**src/rtl/instr_cache_pkg.sv**
```systemverilog
// Purpose: geometry constants, FSM encoding and block helpers for the instruction cache.
// Latency: n/a (declarations only).
// Backpressure: n/a.
// Contents: ADDR_BITS/INDEX_BITS/TAG_BITS, WORDS_PER_BLOCK, BLOCK_BITS,
//   icache_state_t (IDLE=0, MEM_READ=1, UPDATE=2), block_word().
package instr_cache_pkg;

  localparam int ADDR_BITS       = 10;
  localparam int INDEX_BITS      = 3;
  localparam int OFFSET_BITS     = 4;  // 16-byte blocks
  localparam int TAG_BITS        = ADDR_BITS - OFFSET_BITS - INDEX_BITS;
  localparam int WORDS_PER_BLOCK = 4;
  localparam int BLOCK_BITS      = 128;
  localparam int NUM_LINES       = 2 ** INDEX_BITS;
  localparam int BLK_ADDR_BITS   = ADDR_BITS - OFFSET_BITS;  // {tag,index}

  typedef enum logic [1:0] {
    IDLE     = 2'd0,
    MEM_READ = 2'd1,
    UPDATE   = 2'd2
  } icache_state_t;

  // Word 0 sits in bits [31:0], word 3 in [127:96].
  function automatic logic [31:0] block_word(input logic [BLOCK_BITS-1:0] blk,
                                             input logic [1:0] off);
    return blk[{off, 5'b0} +: 32];
  endfunction

endpackage

```
**src/rtl/instr_cache_if.sv**
```systemverilog
// Purpose: bundles the CPU fetch port and the instruction-memory block port.
// Latency: n/a (wires only).
// Backpressure: busywait stalls the CPU; mem_busywait stalls the cache.
// Modports: slave = cache side, master = CPU + memory side.
interface instr_cache_if
  import instr_cache_pkg::*;
  ();

  logic [31:0]              pc;
  logic [31:0]              instruction;
  logic                     busywait;
  logic                     mem_read;
  logic [BLK_ADDR_BITS-1:0] mem_address;
  logic [BLOCK_BITS-1:0]    mem_readdata;
  logic                     mem_busywait;

  modport slave (
    input  pc, mem_readdata, mem_busywait,
    output instruction, busywait, mem_read, mem_address
  );

  modport master (
    output pc, mem_readdata, mem_busywait,
    input  instruction, busywait, mem_read, mem_address
  );

endinterface

```
**src/rtl/instr_cache_line_store.sv**
```systemverilog
// Purpose: valid/tag/data arrays of the direct-mapped cache.
// Latency: read port combinational, write port takes effect at the next posedge.
// Backpressure: none; always accepts a write.
// Ports: rd_index -> rd_valid/rd_tag/rd_data; wr_en/wr_index/wr_tag/wr_data.
//   Valid bits clear asynchronously on rst_n=0; tags and data are never cleared.
module icache_line_store
  import instr_cache_pkg::*;
(
  input  logic                  clk,
  input  logic                  rst_n,
  input  logic [INDEX_BITS-1:0] rd_index,
  output logic                  rd_valid,
  output logic [TAG_BITS-1:0]   rd_tag,
  output logic [BLOCK_BITS-1:0] rd_data,
  input  logic                  wr_en,
  input  logic [INDEX_BITS-1:0] wr_index,
  input  logic [TAG_BITS-1:0]   wr_tag,
  input  logic [BLOCK_BITS-1:0] wr_data
);

  logic [NUM_LINES-1:0]  valid_q;
  logic [TAG_BITS-1:0]   tag_q  [NUM_LINES];
  logic [BLOCK_BITS-1:0] data_q [NUM_LINES];

  always_ff @(posedge clk or negedge rst_n) begin
    if (!rst_n) begin
      valid_q <= '0;
    end else if (wr_en) begin
      valid_q[wr_index] <= 1'b1;
    end
  end

  // Tag and data need no reset: a line is only trusted once its valid bit is set.
  always_ff @(posedge clk) begin
    if (wr_en) begin
      tag_q[wr_index]  <= wr_tag;
      data_q[wr_index] <= wr_data;
    end
  end

  assign rd_valid = valid_q[rd_index];
  assign rd_tag   = tag_q[rd_index];
  assign rd_data  = data_q[rd_index];

endmodule

```
**src/rtl/instr_cache.sv**
```systemverilog
// Purpose: direct-mapped read-only instruction cache between CPU fetch and block memory.
// Latency: hit 0 cycles; miss N+2 stall cycles after the miss edge (N = memory busy cycles).
// Backpressure: busywait holds the CPU on a miss; mem_busywait holds the fill in MEM_READ.
// Ports: clk, rst_n (async, active low), bus (instr_cache_if.slave).
module instr_cache
  import instr_cache_pkg::*;
(
  input  logic          clk,
  input  logic          rst_n,
  instr_cache_if.slave  bus
);

  logic [1:0]               pc_offset;
  logic [INDEX_BITS-1:0]    pc_index;
  logic [TAG_BITS-1:0]      pc_tag;
  logic                     unused_pc_bits;

  logic                     line_valid;
  logic [TAG_BITS-1:0]      line_tag;
  logic [BLOCK_BITS-1:0]    line_data;
  logic                     hit;

  icache_state_t            state_q, state_d;
  logic [BLK_ADDR_BITS-1:0] fill_addr_q;
  logic [BLOCK_BITS-1:0]    stage_q;
  logic                     busywait_c;
  logic                     mem_read_c;
  logic                     wr_en;

  // PC bits above ADDR_BITS alias; byte lane bits are don't-care.
  assign pc_offset      = bus.pc[3:2];
  assign pc_index       = bus.pc[OFFSET_BITS+INDEX_BITS-1:OFFSET_BITS];
  assign pc_tag         = bus.pc[ADDR_BITS-1:OFFSET_BITS+INDEX_BITS];
  assign unused_pc_bits = ^{bus.pc[31:ADDR_BITS], bus.pc[1:0]};

  icache_line_store u_line_store (
    .clk      (clk),
    .rst_n    (rst_n),
    .rd_index (pc_index),
    .rd_valid (line_valid),
    .rd_tag   (line_tag),
    .rd_data  (line_data),
    .wr_en    (wr_en),
    .wr_index (fill_addr_q[INDEX_BITS-1:0]),
    .wr_tag   (fill_addr_q[BLK_ADDR_BITS-1:INDEX_BITS]),
    .wr_data  (stage_q)
  );

  assign hit = line_valid && (line_tag == pc_tag);

  always_ff @(posedge clk or negedge rst_n) begin
    if (!rst_n) begin
      state_q     <= IDLE;
      fill_addr_q <= '0;
    end else begin
      state_q <= state_d;
      // Latch the fill address once so a misbehaving PC cannot retarget the fill.
      if (state_q == IDLE && !hit) begin
        fill_addr_q <= {pc_tag, pc_index};
      end
    end
  end

  always_ff @(posedge clk) begin
    if (state_q == MEM_READ && !bus.mem_busywait) begin
      stage_q <= bus.mem_readdata;
    end
  end

  always_comb begin
    state_d    = state_q;
    busywait_c = 1'b0;
    mem_read_c = 1'b0;
    wr_en      = 1'b0;
    case (state_q)
      IDLE: begin
        busywait_c = !hit;
        if (!hit) state_d = MEM_READ;
      end
      MEM_READ: begin
        busywait_c = 1'b1;
        mem_read_c = 1'b1;
        if (!bus.mem_busywait) state_d = UPDATE;
      end
      UPDATE: begin
        busywait_c = 1'b1;
        wr_en      = 1'b1;
        state_d    = IDLE;
      end
      default: state_d = IDLE;
    endcase
  end

  // In reset every line reads as a miss; gating keeps busywait low while held.
  assign bus.busywait    = busywait_c && rst_n;
  assign bus.mem_read    = mem_read_c;
  assign bus.mem_address = fill_addr_q;
  assign bus.instruction = hit ? block_word(line_data, pc_offset) : 32'h0;

endmodule

```
**src/flat_wrapper.sv**
```systemverilog
// flat-port wrapper written by rule: the top's interface ports become plain ports
module instr_cache_flat import instr_cache_pkg::*;
  (clk, rst_n, bus_pc, bus_mem_readdata, bus_mem_busywait, bus_instruction, bus_busywait, bus_mem_read, bus_mem_address);
  instr_cache_if bus_i ();
  input  logic clk;
  input  logic rst_n;
  input wire logic [$bits(bus_i.pc)-1:0] bus_pc;
  input wire logic [$bits(bus_i.mem_readdata)-1:0] bus_mem_readdata;
  input wire logic [$bits(bus_i.mem_busywait)-1:0] bus_mem_busywait;
  output wire logic [$bits(bus_i.instruction)-1:0] bus_instruction;
  output wire logic [$bits(bus_i.busywait)-1:0] bus_busywait;
  output wire logic [$bits(bus_i.mem_read)-1:0] bus_mem_read;
  output wire logic [$bits(bus_i.mem_address)-1:0] bus_mem_address;
  assign bus_i.pc = bus_pc;
  assign bus_i.mem_readdata = bus_mem_readdata;
  assign bus_i.mem_busywait = bus_mem_busywait;
  assign bus_instruction = bus_i.instruction;
  assign bus_busywait = bus_i.busywait;
  assign bus_mem_read = bus_i.mem_read;
  assign bus_mem_address = bus_i.mem_address;
  instr_cache u_core (.clk(clk), .rst_n(rst_n), .bus(bus_i));
endmodule
```
**config.mk**
```make
export PLATFORM = sky130hd
export DESIGN_NAME = instr_cache_flat
export DESIGN_NICKNAME = d
export VERILOG_FILES = /design/src/rtl/instr_cache_pkg.sv /design/src/rtl/instr_cache_if.sv /design/src/rtl/instr_cache_line_store.sv /design/src/rtl/instr_cache.sv /design/src/flat_wrapper.sv
export SDC_FILE = /design/constraint.sdc
export NUM_CORES = 1
export LEC_CHECK = 0
export ABC_AREA = 1
export CAP_MARGIN = 20
export CELL_PAD_IN_SITES_DETAIL_PLACEMENT = 1
export CELL_PAD_IN_SITES_GLOBAL_PLACEMENT = 1
export CORE_MARGIN = 3
export CORE_UTILIZATION = 50
export CTS_CLUSTER_DIAMETER = 80
export CTS_CLUSTER_SIZE = 14
export DETAILED_ROUTE_END_ITERATION = 12
export HOLD_SLACK_MARGIN = 0.12
export MAX_ROUTING_LAYER = met4
export PLACE_DENSITY = 0.9
export REMOVE_ABC_BUFFERS = 1
export SLEW_MARGIN = 40
export SYNTH_ARGS = -nofsm -noshare
export SYNTH_HDL_FRONTEND = slang
export SYNTH_SLANG_ARGS = --single-unit
```
**constraint.sdc**
```tcl
create_clock -name clk -period 8 [get_ports clk]
set_clock_uncertainty 0.05 [all_clocks]
set_input_delay 0.8 -clock clk [delete_from_list [all_inputs] [get_ports clk]]
set_output_delay 0.8 -clock clk [all_outputs]
set_load 0.01 [all_outputs]
```
* After elaboration in Yosys (flattened, before gate mapping)
Memory sizes are Yosys's and may differ from the RTL's.
Cells that the tools add are included.
** Cells by class
- Shift-type cells :: 1
- Equality and inequality tests :: 5
- Bitwise operators :: 1
- Mux-type cells :: 13
- Reductions and logical operators :: 10
- Order comparisons :: 3
** Operator list (count)
- 128-bit by 8-bit variable part select with 32-bit output :: 1
- 32-bit two-way mux :: 1
- 3-bit by 4-bit < comparator with 1-bit output, second input constant :: 2
- 8-bit OR :: 1
- 1-bit two-way mux :: 6
- 1-bit logical AND :: 5
- 2-bit two-way mux :: 2
- 2-bit != test, second input constant :: 2
- 2-bit case mux with 2 select lines :: 1
- 1-bit binary-select mux with 3-bit select :: 1
- 1-bit demux with 3-bit select :: 1
- 3-bit equality test :: 1
- 3-bit by 1-bit >= comparator with 1-bit output, second input constant :: 1
- 2-bit by 1-bit equality test with 1-bit output, second input constant :: 1
- 2-bit equality test, second input constant :: 1
- 1-bit logical NOT :: 2
- 2-bit logical NOT :: 1
- 1-bit case mux with 2 select lines :: 1
- 2-bit AND reduction :: 1
- 2-bit OR reduction :: 1
** Word-level totals
- Output and inout port bits :: 40
- Register bits after elaboration :: 144
- Memory bits (writable) :: 1048
- Logic and storage cells :: 39
- Memories :: 2
- Input port bits :: 163
** Memory list
- u_core.u_line_store.data_q :: depth 8, width 128, rd ports 1, clocked after Yosys merged registers in 0, write ports 1, line instr_cache_line_store.sv:23 : logic [BLOCK_BITS-1:0] data_q [NUM_LINES];
- u_core.u_line_store.tag_q :: depth 8, width 3, rd ports 1, clocked after Yosys merged registers in 0, write ports 1, line instr_cache_line_store.sv:22 : logic [TAG_BITS-1:0] tag_q [NUM_LINES];

* Longest topological paths before layout
- Depth after elaboration :: 6
- Gate-level depth with buffers :: 15
- Depth with buffers taken out :: 13

* Modules after synthesis
Synthesis repeated with hierarchy kept, for this count alone.
** Unflattened totals
- Cell total of the unflattened synthesis :: 5029
- Area total of the unflattened synthesis :: 51578.2 µm²
** Modules (own cells, without submodules)
- icache_line_store :: sequential area each 31670.4 µm², area an instance 46110.5 µm², cells an instance 4588, times used 1
- instr_cache :: sequential area each 4043.9 µm², area an instance 5467.7 µm², cells an instance 441, times used 1

* Worst setup path before layout
No wires, ideal clock.
- Kind :: reg-to-reg
- Start point :: register u_core.state_q[0]
- End point :: register u_core.u_line_store.valid_q[5]
- Data required time :: 7850 ps
- Setup slack :: 1027 ps
- Buffers on the path :: 0
- Arrival :: 6823 ps
- Library setup time :: 100 ps
- Period minus slack after synthesis :: 6973 ps
- Cell stages (with the launch flop) :: 6
- Cells stage by stage :: dfrtp_1 inv_1 ha_1 nand2_1 nor2_1 or2_2
** On the way
- Word-level cells in the longest chain between the ends :: 2
** RTL lines
- start, declared :: line instr_cache.sv:23 : icache_state_t state_q, state_d;
- start signal, assigned :: line instr_cache.sv:56 : state_q <= state_d;
- 2-bit equality test :: line instr_cache.sv:75 : case (state_q)
- 1-bit two-way mux :: line instr_cache.sv:75
- end signal, assigned :: line instr_cache_line_store.sv:27 : valid_q <= '0;
- end signal, assigned by index :: line instr_cache_line_store.sv:29 : valid_q[wr_index] <= 1'b1;
- end, declared :: line instr_cache_line_store.sv:21 : logic [NUM_LINES-1:0] valid_q;
Every way passes these cells.
A chain may end at the register's enable or synchronous reset.

* Worst setup path in the final report
- Start point :: input port bus_pc[4]
- End point :: output port bus_instruction[29]
** On the way
- Word-level cells in the longest chain between the ends :: 4
- Elaborated cells between the ends (all ways) :: 8
- Classes of those cells :: eq/ne: 1; shift: 1; mux: 3; reduce/logical: 1; memory: 2
** RTL lines
- start, declared :: line flat_wrapper.sv:7 : input wire logic [$bits(bus_i.pc)-1:0] bus_pc;
- branches (longest 3 deep; another with memory read 8 x 128 bit)
- 32-bit two-way mux (*) :: line instr_cache.sv:98 : assign bus.instruction = hit ? block_word(line_data, pc_offset) : 32'h0;
- end, declared :: line flat_wrapper.sv:10 : output wire logic [$bits(bus_i.instruction)-1:0] bus_instruction;
Every way passes the cells marked *. The select of a mux whose other input is x is not followed.

==> flow_summary.rst <==
.. list-table::
   :header-rows: 1

   * - Metric
     - Value
   * - Worst path arrival time
     - 4.66 ns
   * - Area growth, synth to finish
     - 11.4%
   * - Cell count after synthesis
     - 3413
   * - Row cnt
     - 111
   * - Initial antenna violation count
     - 5
   * - Starting utilization of the core area
     - 50.5%
   * - TritonCTS clock tree
     - done
   * - Via count
     - 30100
   * - #FFs+latches synth
     - 1192
   * - Share of the synthesized area in the top cell type
     - 76.2%
   * - Post-synth top area cell
     - sky130_fd_sc_hd__edfxtp_1
   * - Highest clock rate
     - 181 MHz
   * - Dpl cell area
     - 0.0490 mm^2
   * - Top FF cell, synth
     - sky130_fd_sc_hd__edfxtp_1
   * - Post-layout instance count excluding filler cells
     - 4777
   * - Peak ir drop on the vdd network
     - 155 uV
   * - Clk_lat worst skew
     - 0.66 ns
   * - Setup repair after global routing missed its margin
     - false
   * - Power per cell area
     - 265 mW/mm^2
   * - Startpoint of the worst-slack reg-to-reg timing path
     - u_core.state_q[0]
   * - Post-DP HPWL
     - 70.9 mm
   * - Ranking of synthesized cells by instance count
     - sky130_fd_sc_hd__edfxtp_1 (1176), sky130_fd_sc_hd__nand2_1 (892), sky130_fd_sc_hd__nand3_1 (428), sky130_fd_sc_hd__a21oi_1 (407), sky130_fd_sc_hd__a22oi_1 (185)
   * - Final GP Congestion
     - 0.739
   * - Post-route total power
     - 13.7 mW
   * - Setup ws final
     - 2.49 ns
   * - H-tree lvl count
     - 3
   * - Ratio of cells with drive above 1 in the final layout
     - 5.50%
   * - Cell area after synthesis
     - 0.0463 mm^2
   * - Horizontal die dimension
     - 310 um
   * - Vias in the first global route
     - 32600
   * - Length of the first detailed-routing pass in iterations
     - 5
   * - Accumulated negative setup slack
     - 0 ns
   * - Overall track demand over capacity in global routing
     - 28.9%
   * - WHS
     - 0.454 ns
   * - Number of different library cells in the post-synthesis netlist
     - 26
   * - Peak fanout along the critical path
     - 184
   * - Part of the cycle the worst path needs
     - 68.9%
   * - Number of flops mapped to enable cells by yosys
     - 1176
   * - Number of cells after detailed placement
     - 4657
   * - Finish-stage setup viols
     - 0
   * - Hold Path Sink
     - u_core.u_line_store.valid_q[2]
   * - Clock slew seen by the registers of the worst setup and hold paths
     - 0.07 ns
   * - Remaining antenna violation count
     - 0
   * - Mean routed wirelength per cell
     - 28.5 um
   * - Startpoint class of the critical path
     - primary input
   * - Depth of the worst hold-timing path
     - 2
   * - Sort of element at the end of the critical path
     - output pin
   * - Reg-to-Reg End
     - u_core.u_line_store.data_q[7][43]
   * - Number of buffers inserted by port buffering
     - 178
   * - Critical path type
     - in2out
   * - Setup slack of the most critical reg-to-reg path
     - 4.44 ns
   * - Detailed-route DRC error count
     - 0
   * - Total CTS buffers
     - 95
   * - Number of failing hold endpoints at the final stage
     - 0
   * - Worst reg2reg path depth
     - 6
   * - Wire length of the first global-routing pass
     - 201 mm
   * - Cell chosen for the clock root
     - sky130_fd_sc_hd__clkbuf_16
   * - Minimum clock period after layout
     - 5.51 ns
   * - Area of the die
     - 0.0964 mm^2
   * - Drt via density
     - 6.30
   * - Mean cell area of the mapped netlist
     - 13.6 um^2
   * - Layout Nets
     - 3682
   * - Total of max-cap violations
     - 0
   * - Initial DRC Count
     - 3553
   * - Data required time of the critical path
     - 7.15 ns
   * - Start point of the worst hold path
     - u_core.u_line_store.valid_q[2]
   * - Run status
     - complete, no violations
   * - Proportion of synthesized chip area in sequential cells
     - 77.1%
   * - Critical Path Source
     - bus_pc[4]
   * - Num Clock Sinks
     - 1192
   * - Number of instances resized during post-cts repair
     - 0
   * - Area contributors post-synth
     - sky130_fd_sc_hd__edfxtp_1 (76%), sky130_fd_sc_hd__nand2_1 (7.2%), sky130_fd_sc_hd__nand3_1 (4.6%)
   * - Dpl ws
     - 2.50 ns
   * - Final routed wirelength across all metal layers
     - 136 mm
   * - Largest net degree at the start of global routing
     - 185
   * - Number of warnings printed during yosys synthesis
     - 0
   * - Core outline area
     - 0.0918 mm^2
   * - Share of the core filled with cells in the final layout
     - 56.3%
   * - Global route total overflow
     - 0
   * - Largest buffer count on any clock path
     - 3
   * - Floorplan die height
     - 310 um
   * - Count of final max-slew check failures
     - 0
   * - Fraction of synthesis flops using an asynchronous set or reset pin
     - 1.34%
   * - Number of top-level pins
     - 203
   * - Cell with the most instances after synthesis
     - sky130_fd_sc_hd__edfxtp_1
   * - Headroom to the max-slew limit
     - 40.3%
   * - Class of the tightest hold or removal check
     - reg2reg
   * - Fin area
     - 0.0516 mm^2
   * - Worst Tran Pin Value
     - 0.896 ns
   * - LEAKAGE
     - 17.4 nW
-- where the power goes --
part	switching (mW)	internal, mW	leakage [nW]	total, mW
clock	2.08	2.21	1.25	4.29
combinational	0.992	0.366	5.34	1.36
sequential	0.384	7.64	10.8	8.02
total	3.46	10.2	17.4	13.7
-- per-layer routing --
layer | up-vias | track usage (%) | wire (um)
met3 | 427 | 5.02 | 11000
met1 | 15300 | 35.1 | 50800
met5 | - | - | 0
met4 | 0 | 13.3 | 6120
met2 | 1762 | 47.4 | 68200
li1 | 12700 | - | -
-- cells in the final DEF, fill, tap and decap left out, types with 5 or more instances in the layout --
cell	synthesis	final
sky130_fd_sc_hd__o21ai_0	8	8
sky130_fd_sc_hd__clkbuf_16	0	98
sky130_fd_sc_hd__ha_1	5	5
sky130_fd_sc_hd__diode_2	0	5
sky130_fd_sc_hd__edfxtp_1	1176	1176
sky130_fd_sc_hd__buf_4	26	29
sky130_fd_sc_hd__nand2_2	6	6
sky130_fd_sc_hd__a22oi_1	185	185
sky130_fd_sc_hd__clkdlybuf4s50_1	0	172
sky130_fd_sc_hd__inv_1	36	34
sky130_fd_sc_hd__nor2_4	0	9
sky130_fd_sc_hd__nand3_1	428	428
sky130_fd_sc_hd__nand2_1	892	892
sky130_fd_sc_hd__buf_6	18	20
sky130_fd_sc_hd__dfrtp_1	16	16
sky130_fd_sc_hd__clkbuf_1	47	9
sky130_fd_sc_hd__a21oi_1	407	407
-- how the worst max path moves through the flow --
stage	to	slack, ns	depth (start not counted)
after detailed placement	bus_instruction[19]	2.50	12
after global routing	bus_instruction[29]	2.18	12
after global placement	bus_instruction[13]	2.60	10
after CTS	bus_instruction[19]	2.44	12
final	bus_instruction[29]	2.49	12
after floorplan	u_core.u_line_store.valid_q[5]	1.03	5
-- timing repair --
item / in CTS / in global routing
endpoints found under the hold margin: 0 / 16
buffers inserted: 0 / 0
hold buffers: 0 / 1
-- critical path, stage by stage --
cell and delay (ns):
sky130_fd_sc_hd__buf_8 0.22, sky130_fd_sc_hd__inv_12 0.61, sky130_fd_sc_hd__buf_12 0.40, sky130_fd_sc_hd__buf_16 0.38, sky130_fd_sc_hd__buf_16 0.34, sky130_fd_sc_hd__a21oi_1 0.15
sky130_fd_sc_hd__a22oi_1 0.23, sky130_fd_sc_hd__nand2_1 0.11, sky130_fd_sc_hd__nand3_1 0.11, sky130_fd_sc_hd__nand3_1 0.10, sky130_fd_sc_hd__a21oi_1 0.43, sky130_fd_sc_hd__clkdlybuf4s50_1 0.63
-- cell type report --
type / count / area [um^2]
antenna: 5 / 12.5
clock buffer: 107 / 2490
clock inverter: 5 / 72.6
fill: 8767 / 40200
inverter: 39 / 180
multi-input combinational: 1954 / 9270
sequential: 1192 / 35700
tap: 1243 / 1560
timing repair buffer: 232 / 2350
-- registers in the layout (all words and copies together), names as in the netlist --
name	count
u_core.bus.mem_address	6
u_core.u_line_store.valid_q	8
u_core.u_line_store.data_q	1024
u_core.state_q	2
u_core.u_line_store.tag_q	24
u_core.stage_q	128
-- logic make-up after synthesis --
family	count (synthesis)	synth area share, %
flops	1192	77.1
simple gates	1344	12.1
compound gates	605	7.56
fa+ha+maj	5	0.135
buf+inv	267	3.11
Note: power is estimated with default switching activity, not from simulation.
